==> config.mk <==
export PLATFORM = sky130hd
export DESIGN_NAME = cosim_adder_arbiter_flat
export DESIGN_NICKNAME = d
export VERILOG_FILES = /design/src/rtl/cosim_adder_arbiter_if.sv /design/src/rtl/cosim_adder_arbiter.sv /design/src/flat_wrapper.sv
export SDC_FILE = /design/constraint.sdc
export NUM_CORES = 1
export LEC_CHECK = 0
export ABC_AREA = 0
export BUFFER_PORTS_ARGS = -buffer_cell sky130_fd_sc_hd__buf_4
export CAP_MARGIN = 20
export CORE_MARGIN = 5
export CORE_UTILIZATION = 40
export CTS_BUF_LIST = sky130_fd_sc_hd__clkbuf_4 sky130_fd_sc_hd__clkbuf_8 sky130_fd_sc_hd__clkbuf_16
export DETAILED_ROUTE_END_ITERATION = 7
export GPL_TIMING_DRIVEN = 1
export PLACE_DENSITY = 0.7
export SLEW_MARGIN = 20
export SYNTH_ARGS = -nofsm -noshare
export SYNTH_HDL_FRONTEND = slang
export SYNTH_SLANG_ARGS = --single-unit
==> constraint.sdc <==
create_clock -name clock -period 1.66 [get_ports clock]
set_input_delay 0.249 -clock clock [delete_from_list [all_inputs] [get_ports clock]]
set_output_delay 0.249 -clock clock [all_outputs]
set_load 0.1 [all_outputs]
==> src/rtl/cosim_adder_arbiter_if.sv <==
// Handshake bundle between NREQ requesters, the shared adder arbiter and its result consumer.
interface cosim_adder_arbiter_if #(
    parameter int NREQ = 4,
    parameter int BW   = 2
);
    localparam int IDW = $clog2(NREQ);

    logic [NREQ-1:0]    req_valid;
    logic [NREQ-1:0]    req_a;
    logic [NREQ*BW-1:0] req_b;
    logic [NREQ-1:0]    req_ready;
    logic               rsp_valid;
    logic               rsp_ready;
    logic [IDW-1:0]     rsp_id;
    logic [BW:0]        rsp_c;

    modport master (
        output req_valid, req_a, req_b, rsp_ready,
        input  req_ready, rsp_valid, rsp_id, rsp_c
    );

    modport slave (
        input  req_valid, req_a, req_b, rsp_ready,
        output req_ready, rsp_valid, rsp_id, rsp_c
    );
endinterface

==> src/rtl/cosim_adder_arbiter.sv <==
// Round-robin arbiter sharing one b+a adder among NREQ requesters; results tagged with requester id.
// Optional transfer counter port txn_count enabled by defining COSIM_ADDER_ARB_STATS_EN.
module cosim_adder_arbiter #(
    parameter int NREQ = 4,
    parameter int BW   = 2
) (
    input  logic                  clock,
    input  logic                  reset,
    cosim_adder_arbiter_if.slave  bus,
    output logic                  busy
`ifdef COSIM_ADDER_ARB_STATS_EN
    ,
    output logic [15:0]           txn_count
`endif
);
    localparam int IDW = $clog2(NREQ);

    typedef enum logic [1:0] {
        IDLE = 2'd0,
        CALC = 2'd1,
        HOLD = 2'd2
    } state_t;

    state_t          state_r;
    state_t          next_state_s;
    logic [IDW-1:0]  ptr_r;
    logic [IDW-1:0]  grant_s;
    logic            found_s;
    logic            accept_s;
    logic [NREQ-1:0] req_ready_s;
    logic            a_r;
    logic [BW-1:0]   b_r;
    logic [IDW-1:0]  id_r;
    logic            rsp_valid_r;
    logic [IDW-1:0]  rsp_id_r;
    logic [BW:0]     rsp_c_r;
    logic            busy_r;
    logic [IDW:0]    scan_s;

    // Round-robin scan starting at ptr; the extra sum bit keeps the wrap below NREQ for any NREQ.
    always_comb begin
        grant_s = '0;
        found_s = 1'b0;
        scan_s  = '0;
        for (int k = 0; k < NREQ; k++) begin
            scan_s = {1'b0, ptr_r} + (IDW+1)'(k);
            if (scan_s >= (IDW+1)'(NREQ)) begin
                scan_s = scan_s - (IDW+1)'(NREQ);
            end else begin
                scan_s = scan_s;
            end
            if (!found_s && bus.req_valid[scan_s[IDW-1:0]]) begin
                found_s = 1'b1;
                grant_s = scan_s[IDW-1:0];
            end else begin
                found_s = found_s;
            end
        end
    end

    // FSM state register.
    always_ff @(posedge clock or posedge reset) begin
        if (reset) begin
            state_r <= IDLE;
        end else begin
            state_r <= next_state_s;
        end
    end

    // FSM next state and the combinational one-hot accept, which is held low during reset.
    always_comb begin
        next_state_s = state_r;
        accept_s     = 1'b0;
        req_ready_s  = '0;
        case (state_r)
            IDLE: begin
                if (found_s && !reset) begin
                    accept_s     = 1'b1;
                    req_ready_s  = {{(NREQ-1){1'b0}}, 1'b1} << grant_s;
                    next_state_s = CALC;
                end else begin
                    next_state_s = IDLE;
                end
            end
            CALC: next_state_s = HOLD;
            HOLD: begin
                if (bus.rsp_ready) begin
                    next_state_s = IDLE;
                end else begin
                    next_state_s = HOLD;
                end
            end
            default: next_state_s = IDLE;
        endcase
    end

    // Operand capture, adder result, pointer advance and busy flag.
    always_ff @(posedge clock or posedge reset) begin
        if (reset) begin
            ptr_r       <= '0;
            a_r         <= 1'b0;
            b_r         <= '0;
            id_r        <= '0;
            rsp_valid_r <= 1'b0;
            rsp_id_r    <= '0;
            rsp_c_r     <= '0;
            busy_r      <= 1'b0;
        end else begin
            busy_r <= (next_state_s != IDLE);
            case (state_r)
                IDLE: begin
                    if (accept_s) begin
                        a_r  <= bus.req_a[grant_s];
                        b_r  <= bus.req_b[int'(grant_s)*BW +: BW];
                        id_r <= grant_s;
                    end
                end
                CALC: begin
                    rsp_c_r     <= {1'b0, b_r} + {{BW{1'b0}}, a_r};
                    rsp_id_r    <= id_r;
                    rsp_valid_r <= 1'b1;
                end
                HOLD: begin
                    if (bus.rsp_ready) begin
                        rsp_valid_r <= 1'b0;
                        ptr_r       <= (id_r == IDW'(NREQ-1)) ? '0 : id_r + IDW'(1);
                    end
                end
                default: rsp_valid_r <= 1'b0;
            endcase
        end
    end

`ifdef COSIM_ADDER_ARB_STATS_EN
    logic [15:0] txn_count_r;

    // Completed result transfers, wrapping naturally at 16 bits.
    always_ff @(posedge clock or posedge reset) begin
        if (reset) begin
            txn_count_r <= 16'd0;
        end else if (state_r == HOLD && bus.rsp_ready) begin
            txn_count_r <= txn_count_r + 16'd1;
        end
    end

    assign txn_count = txn_count_r;
`endif

    assign bus.req_ready = req_ready_s;
    assign bus.rsp_valid = rsp_valid_r;
    assign bus.rsp_id    = rsp_id_r;
    assign bus.rsp_c     = rsp_c_r;
    assign busy          = busy_r;
endmodule
==> src/flat_wrapper.sv <==
// flat-port wrapper written by rule: the top's interface ports become plain ports
module cosim_adder_arbiter_flat 
#(
    parameter int NREQ = 4,
    parameter int BW   = 2
)
  (clock, reset, busy, bus_req_valid, bus_req_a, bus_req_b, bus_rsp_ready, bus_req_ready, bus_rsp_valid, bus_rsp_id, bus_rsp_c);
  cosim_adder_arbiter_if #(.NREQ(NREQ), .BW(BW)) bus_i ();
  input  logic clock;
  input  logic reset;
  output logic busy;
  input wire logic [$bits(bus_i.req_valid)-1:0] bus_req_valid;
  input wire logic [$bits(bus_i.req_a)-1:0] bus_req_a;
  input wire logic [$bits(bus_i.req_b)-1:0] bus_req_b;
  input wire logic [$bits(bus_i.rsp_ready)-1:0] bus_rsp_ready;
  output wire logic [$bits(bus_i.req_ready)-1:0] bus_req_ready;
  output wire logic [$bits(bus_i.rsp_valid)-1:0] bus_rsp_valid;
  output wire logic [$bits(bus_i.rsp_id)-1:0] bus_rsp_id;
  output wire logic [$bits(bus_i.rsp_c)-1:0] bus_rsp_c;
  assign bus_i.req_valid = bus_req_valid;
  assign bus_i.req_a = bus_req_a;
  assign bus_i.req_b = bus_req_b;
  assign bus_i.rsp_ready = bus_rsp_ready;
  assign bus_req_ready = bus_i.req_ready;
  assign bus_rsp_valid = bus_i.rsp_valid;
  assign bus_rsp_id = bus_i.rsp_id;
  assign bus_rsp_c = bus_i.rsp_c;
  cosim_adder_arbiter #(.NREQ(NREQ), .BW(BW)) u_core (.clock(clock), .reset(reset), .bus(bus_i), .busy(busy));
endmodule
==> impl_metrics.ini, run 1 <==
[outcome]
status = finished, violations left
violations = negative setup slack

[floorplan]
ios = 30
coreArea_mm2 = 0.00221
die_y_um = 58.0
rows = 17
start_util_pct = 41.7
die_w_um = 58.0
die-area_mm2 = 0.00337

[synth]
synth_edf_count = 0
synth_warnings = 0
synthFlopType = dfrtp_1
ys_seq_area_share_pct = 43.4
synth_commonest_cells = 16 x dfrtp_1, 10 x nand2_1, 6 x mux2_2
netlist_area_um2 = 922
synth_nets = 106
synthArstFlopShare_pct = 100
synth_seq_cells = 16
synth_area_leaders = dfrtp_1 43%, mux2_2 7.3%, mux2i_1 4.3%
postSynthAreaPerCell_um2 = 11.0
synthCells = 84
synth_top_area_share_pct = 43.4
synth.most_common_cell = dfrtp_1
yosysUniqueCellTypes = 32
synth_largest_area_cell = dfrtp_1

[grt]
antenna_found_initial = 0
grt_pass1_wl_um = 3620
grt_max_degree = 17
use_met3_pct = 4.23
gr-usage-met2_pct = 22.4
gr-max-usage-layer = met2
grt_overflow = 0
globalRouteMet1Util_pct = 18.6
grt_usage_pct = 14.0
grt_pass1_vias = 849

[clock_network]
clockBufferDepth = 2
ctsHoldBuffers = 0
cts_htree_levels = 1
clock_latency_ps = 280
numCtsBuffers = 3
cts_tree = yes
clkSinkCount = 16
cts.clk_slew.worst_paths_ps = 80
root_buffer = clkbuf_4

[placed_design]
dpl_worst_slack_ps = -49.1
port_buffers = 29
placed_area_mm2 = 0.00134
dpl.hpwl_um = 1700
dp_cells = 155
place.gp.congestion = 0.813

[routing]
vias = 830
wl_per_cell_um = 13.2
wirelength_um = 2150
viasPerCell = 5.12
drt-initial-drc-count = 12
drtPass1Iterations = 4
ant_nets = 0
drc = 0

[critical_path]
critical_path.max_stage_delay_ps = 420
arrival_ps = 1660
critPathKind = flip-flop to output pin
start_kind = flip-flop
crit_required_ps = 1410
critical-path-slowest-cell = dfrtp_1
crit_path_end_kind = output pin
path_cells = nand2_1, a221o_1, nand2_2, buf_4, nor3_4, buf_12
cp_max_fo = 4

[timing]
setup_violations = 4
maxSlewViolCount = 0
min_period_ps = 1910
fin_crit_sh_pct = 115
rsz0062_at_grt = true
finalWorstSetupSlack_ps = -252
tightest_slew_ps = 598
hold_ws_ps = 55.8
hold_violations = 0
fmax_ghz = 0.523
slew_headroom_pct = 60.1
skew_ps = 0.520

[pwr]
p_per_area_mw_per_mm2 = 1910
power.internal_mw = 1.36
switching_share_pct = 51.7
p_clk_share_pct = 6.8
pwr-share-seq_pct = 24.9
p_comb_share_pct = 68.3
leakage_nw = 0.702
irDropWorstVdd_mv = 1.43
p_sw_mw = 1.45

[layout]
final_area_mm2 = 0.00147
syn_to_final_growth_pct = 59.4
fin_nets = 158
instances_no_fill = 162
diodes = 0
nFillCells = 184
drive_gt1_share_pct = 59.7

[job]
maxCapViolations = 0

[hold_path]
hp-class = input port to asynchronous set/reset pin
## worst max-delay path: cells and delay by family (launching register included)
family	cells	cell delay (ps)
simple gates	3	350
compound gates	1	250
buf+inv	2	360
flops	1	420
## flip-flops by register name (all words and copies together), names as in the netlist
name                  cells
u_core.bus.rsp_c          3
u_core.b_r                2
u_core.bus.rsp_id         2
u_core.id_r               2
u_core.ptr_r              2
u_core.state_r            2
u_core.a_r                1
u_core.bus.rsp_valid      1
u_core.busy               1
## worst paths after layout
| path | from | endpoint | slack, ps | depth (start not counted) |
|---|---|---|---|---|
| setup / recovery | u_core.ptr_r[1] | bus_req_ready[2] | -250 | 6 |
| hold / removal | reset | u_core.ptr_r[0] | 60 | 2 |
| setup reg to reg | u_core.ptr_r[1] | u_core.b_r[1] | 110 | 6 |
| hold reg to reg | u_core.bus.rsp_valid | u_core.bus.rsp_valid | 490 | 1 |
| max in group asynchronous | reset | u_core.bus.rsp_id[0] | 1220 | 2 |
| min in group clock | bus_rsp_ready | u_core.bus.rsp_valid | 260 | 3 |
## cell usage in the layout, fill, tap and decap left out, types with 2 or more instances in the layout
cell type  Yosys  layout
and4_1         3       3
or2_2          2       2
nand2_2        0       2
nor2b_1        3       3
mux2_2         6       6
buf_12         0       4
buf_4          0      44
dfrtp_1       16      16
a21oi_4        0       2
ha_1           3       3
o211ai_1       2       2
nor3_4         0       2
clkbuf_4       0       3
mux2i_1        4       4
inv_1          3       3
o31a_1         2       2
nand3_4        2       2
nand2_1       10       8
## power by group through the flow
stage	Sequential [mW]	Clock [mW]	Combinational, mW
6_report	0.700	0.192	1.92
4_1_cts	0.699	0.204	1.91
5_1_grt	0.728	0.220	2.03
3_5_place_dp	0.706	0	1.80
2_1_floorplan	1.29	0	0.730
3_3_place_gp	0.698	0	1.79
## cell families after synthesis
group                      Yosys count  synth area share (%)
buffers and inverters                5                  2.03
adders and majority gates            3                  4.07
muxes                               10                  11.7
and+or+nand+nor                     32                  21.6
DFF                                 16                  43.4
AOI/OAI and AO/OA                   18                  17.2
## stage by stage
stage	power, mW	TNS [ps]	util [%]
2_1_floorplan	2.02	-703	-
3_3_place_gp	2.49	-20.0	60.4
3_5_place_dp	2.50	-68.8	60.4
4_1_cts	2.82	-926	65.7
5_1_grt	2.98	-1410	66.5
6_report	2.81	-926	66.5
## layer usage
| layer | wire (um) | vias to the layer above |
|---|---|---|
| met5 | 0 | - |
| met4 | 9 | 0 |
| met3 | 90 | 2 |
| met2 | 1060 | 14 |
| met1 | 989 | 404 |
| li1 | - | 410 |
## area by class of cell
class / instances / area [um^2] / area share [%]
clock buffer: 3 / 22.5 / 1.53
inverter: 4 / 15.0 / 1.02
multi-input combinational: 63 / 587 / 39.9
sequential: 16 / 400 / 27.2
tap: 28 / 35.0 / 2.38
timing repair buffer: 48 / 410 / 27.9
## what timing repair did
| item | in CTS | in global routing |
|---|---|---|
| pin swaps | 4 | 3 |
| setup buffers | 4 | 1 |
| endpoints found under the setup margin | 5 | 7 |
| resized for setup | 16 | 4 |
Power figures use the tool's default switching activity.
==> inputs of run 2 (changes only) <==
--- a/config.mk
+++ b/config.mk
@@ -5,15 +5,16 @@
 export SDC_FILE = /design/constraint.sdc
 export NUM_CORES = 1
 export LEC_CHECK = 0
-export ABC_AREA = 0
+export ABC_AREA = 1
 export BUFFER_PORTS_ARGS = -buffer_cell sky130_fd_sc_hd__buf_4
 export CAP_MARGIN = 20
 export CORE_MARGIN = 5
 export CORE_UTILIZATION = 40
 export CTS_BUF_LIST = sky130_fd_sc_hd__clkbuf_4 sky130_fd_sc_hd__clkbuf_8 sky130_fd_sc_hd__clkbuf_16
+export CTS_CLUSTER_DIAMETER = 120
 export DETAILED_ROUTE_END_ITERATION = 7
 export GPL_TIMING_DRIVEN = 1
-export PLACE_DENSITY = 0.7
+export PLACE_DENSITY = 0.69
 export SLEW_MARGIN = 20
 export SYNTH_ARGS = -nofsm -noshare
 export SYNTH_HDL_FRONTEND = slang
==> run 2 against run 1 <==
Compared with the run above: the flow still finishes with violations (negative setup slack); clock skew grew 13 ps; synthesized cell count grew 89%; clock-buffer cell count is the same; critical endpoint is now bus_req_ready[3]; largest cell class unchanged.
==> impl_metrics.ini, run 2 <==
[outcome]
status = finished, violations left
violations = negative setup slack

[synth]
synthAdderAreaFrac_pct = 3.44
synth_seq_cells = 16
synthArstFlopShare_pct = 100
synth.most_common_cell = nand2_1
synth_top_family_by_area = simple AND/OR/NAND/NOR gates
netlist_area_mm2 = 0.00109
synth-simple-area-share_pct = 47.1
synthCells = 159
synth_largest_area_cell = dfrtp_1
synth_warnings = 0
synth_top_area_share_pct = 36.7
synth_compound_area_share_pct = 5.51
synth_commonest_cells = 70 x nand2_1, 16 x dfrtp_1, 13 x nand3_1
synth_edf_count = 0
muxShareOfSynthArea_pct = 0
postSynthAreaPerCell_um2 = 6.85
yosysUniqueCellTypes = 20
synth_nets = 181
synthFlopType = dfrtp_1
ys_seq_area_share_pct = 36.7
synth_area_leaders = dfrtp_1 37%, nand2_1 24%, nand3_1 6.0%
synth_xor_area_share_pct = 0

[critical_path]
start_kind = flip-flop
cp_max_fo = 5
critPathKind = flip-flop to output pin
r2r_end = u_core.b_r[0]
arrival_ps = 2090
r2r_slack_ps = -540
r2r_start = u_core.ptr_r[0]
crit_path_end_kind = output pin
reg2reg_depth = 18
crit_required_ps = 1410

[timing]
finalWorstSetupSlack_ps = -679
skew_ps = 14.0
fin_crit_sh_pct = 141
hold_violations = 0
hold_ws_ps = 23.0
maxSlewViolCount = 0
setup_violations = 11
rsz0062_at_grt = true
slew_headroom_pct = 82.6
fmax_ghz = 0.427
min_period_ps = 2340
tightest_slew_ps = 260

[clock_network]
cts.clk_slew.worst_paths_ps = 90
root_buffer = clkbuf_4
clockBufferDepth = 2
cts_htree_levels = 1
cts_tree = yes
clock_latency_ps = 290
ctsHoldBuffers = 0
numCtsBuffers = 3
clkSinkCount = 16

[floorplan]
rows = 19
die_y_um = 62.2
die_w_um = 62.2
start_util_pct = 40.6
die-area_mm2 = 0.00387
coreArea_mm2 = 0.00269
ios = 30

[placed_design]
dpl.hpwl_um = 2190
place.gp.congestion = 0.908
port_buffers = 29
placed_area_mm2 = 0.00152

[layout]
final_area_mm2 = 0.00184
layout_commonest_cell = nand2_1
multi_input_area_um2 = 774
layout_common_cells = 56 x nand2_1, 49 x buf_4, 17 x nand2_2, 14 x dfrtp_1
syn_to_final_growth_pct = 68.8
fin_nets = 244
drive_gt1_share_pct = 53.2
regArea_um2 = 403
diodes = 0
largest_reg_flops = 3
nFillCells = 217

[routing]
wl_per_cell_um = 12.7
vias = 1237
drt-initial-drc-count = 95
drc = 0
viasPerCell = 4.93
drtPass1Iterations = 4
wirelength_um = 3190
ant_nets = 0

[grt]
antenna_found_initial = 0
grt_pass1_vias = 1275
grt_pass1_wl_um = 5580
grt_max_degree = 17
grt_overflow = 0
grt_usage_pct = 17.3

[hold_path]
hp-class = input port to asynchronous set/reset pin

[job]
maxCapViolations = 0
## run 2: cell types whose count changed in the layout (fill, tap and decap cells not counted), moves of 4 or more
cell     change
inv_1        +8
buf_6        +6
nand3_1      +9
buf_4        +5
nor2_4       +5
mux2_2       -6
nand2_4     +11
nand2_2     +15
nand2_1     +48
nand3_2      +4
mux2i_1      -4
## run 2: cells by family (layout without fill, tap and decap cells)
| group | Yosys count | count (layout) |
|---|---|---|
| AND/OR/NAND/NOR | 111 | 111 |
| buffers and inverters | 19 | 80 |
| flip-flops | 16 | 16 |
| AO/OA/AOI/OAI | 10 | 10 |
| adder cells (fa/ha/maj) | 3 | 3 |
## run 2: worst max-delay path by stage
| stage | depth (start not counted) | from | slack [ps] | to |
|---|---|---|---|---|
| floorplan | 11 | u_core.ptr_r[1] | -660 | bus_req_ready[0] |
| global placement | 13 | u_core.ptr_r[0] | -380 | bus_req_ready[1] |
| detailed placement | 13 | u_core.ptr_r[0] | -410 | bus_req_ready[1] |
| global route | 14 | u_core.ptr_r[0] | -790 | bus_req_ready[3] |
| CTS | 12 | u_core.ptr_r[0] | -650 | bus_req_ready[0] |
| finish | 14 | u_core.ptr_r[0] | -680 | bus_req_ready[3] |
## run 2: per-stage QoR
stage / setup TNS (ps) / utilization, % / cells / setup WS [ps]
5_1_grt: -5970 / 68.5 / 251 / -787
6_report: -4790 / 68.5 / 251 / -679
4_1_cts: -4090 / 64.6 / 247 / -654
3_3_place_gp: -2160 / 56.6 / 236 / -382
2_1_floorplan: -2090 / - / 159 / -664
3_5_place_dp: -2470 / 56.6 / 236 / -414
## run 2: critical path: stages (launching register included)
cell     delay (ps)
dfrtp_2         470
buf_6           150
nand2_1          70
nand2_2          70
nand2_4          70
nand2_2          60
nor2_4          120
nand2_2         100
o21ai_2         160
inv_2            50
nand2_4         110
inv_4            50
nand2_4         100
nor2_4           50
buf_12          160
## run 2: what timing repair did
| action | 4_1_cts | 5_1_grt |
|---|---|---|
| pin swaps | 2 | 10 |
| setup buffers | 8 | 4 |
| setup endpoints to repair | 11 | 11 |
| resized for setup | 36 | 21 |
## run 2: routing by layer
metal / up-vias / global-route usage [%] / part of all wire, %
li1: 622 / - / -
met1: 564 / 20.0 / 37
met2: 39 / 31.0 / 54
met3: 12 / 3.06 / 4.6
met4: 0 / 7.32 / 3.7
met5: - / 0 / 0
## run 2: layout make-up
cell class / instances / share of cell area, %
Multi-Input combinational cell: 124 / 42.1
Timing Repair Buffer: 59 / 28.0
Sequential cell: 16 / 21.9
Inverter: 18 / 4.63
Tap cell: 31 / 2.11
Clock buffer: 3 / 1.22
Power of run 2 is not shown: default switching activity piles up to over one toggle a cycle in this logic, so the estimate is an artifact.
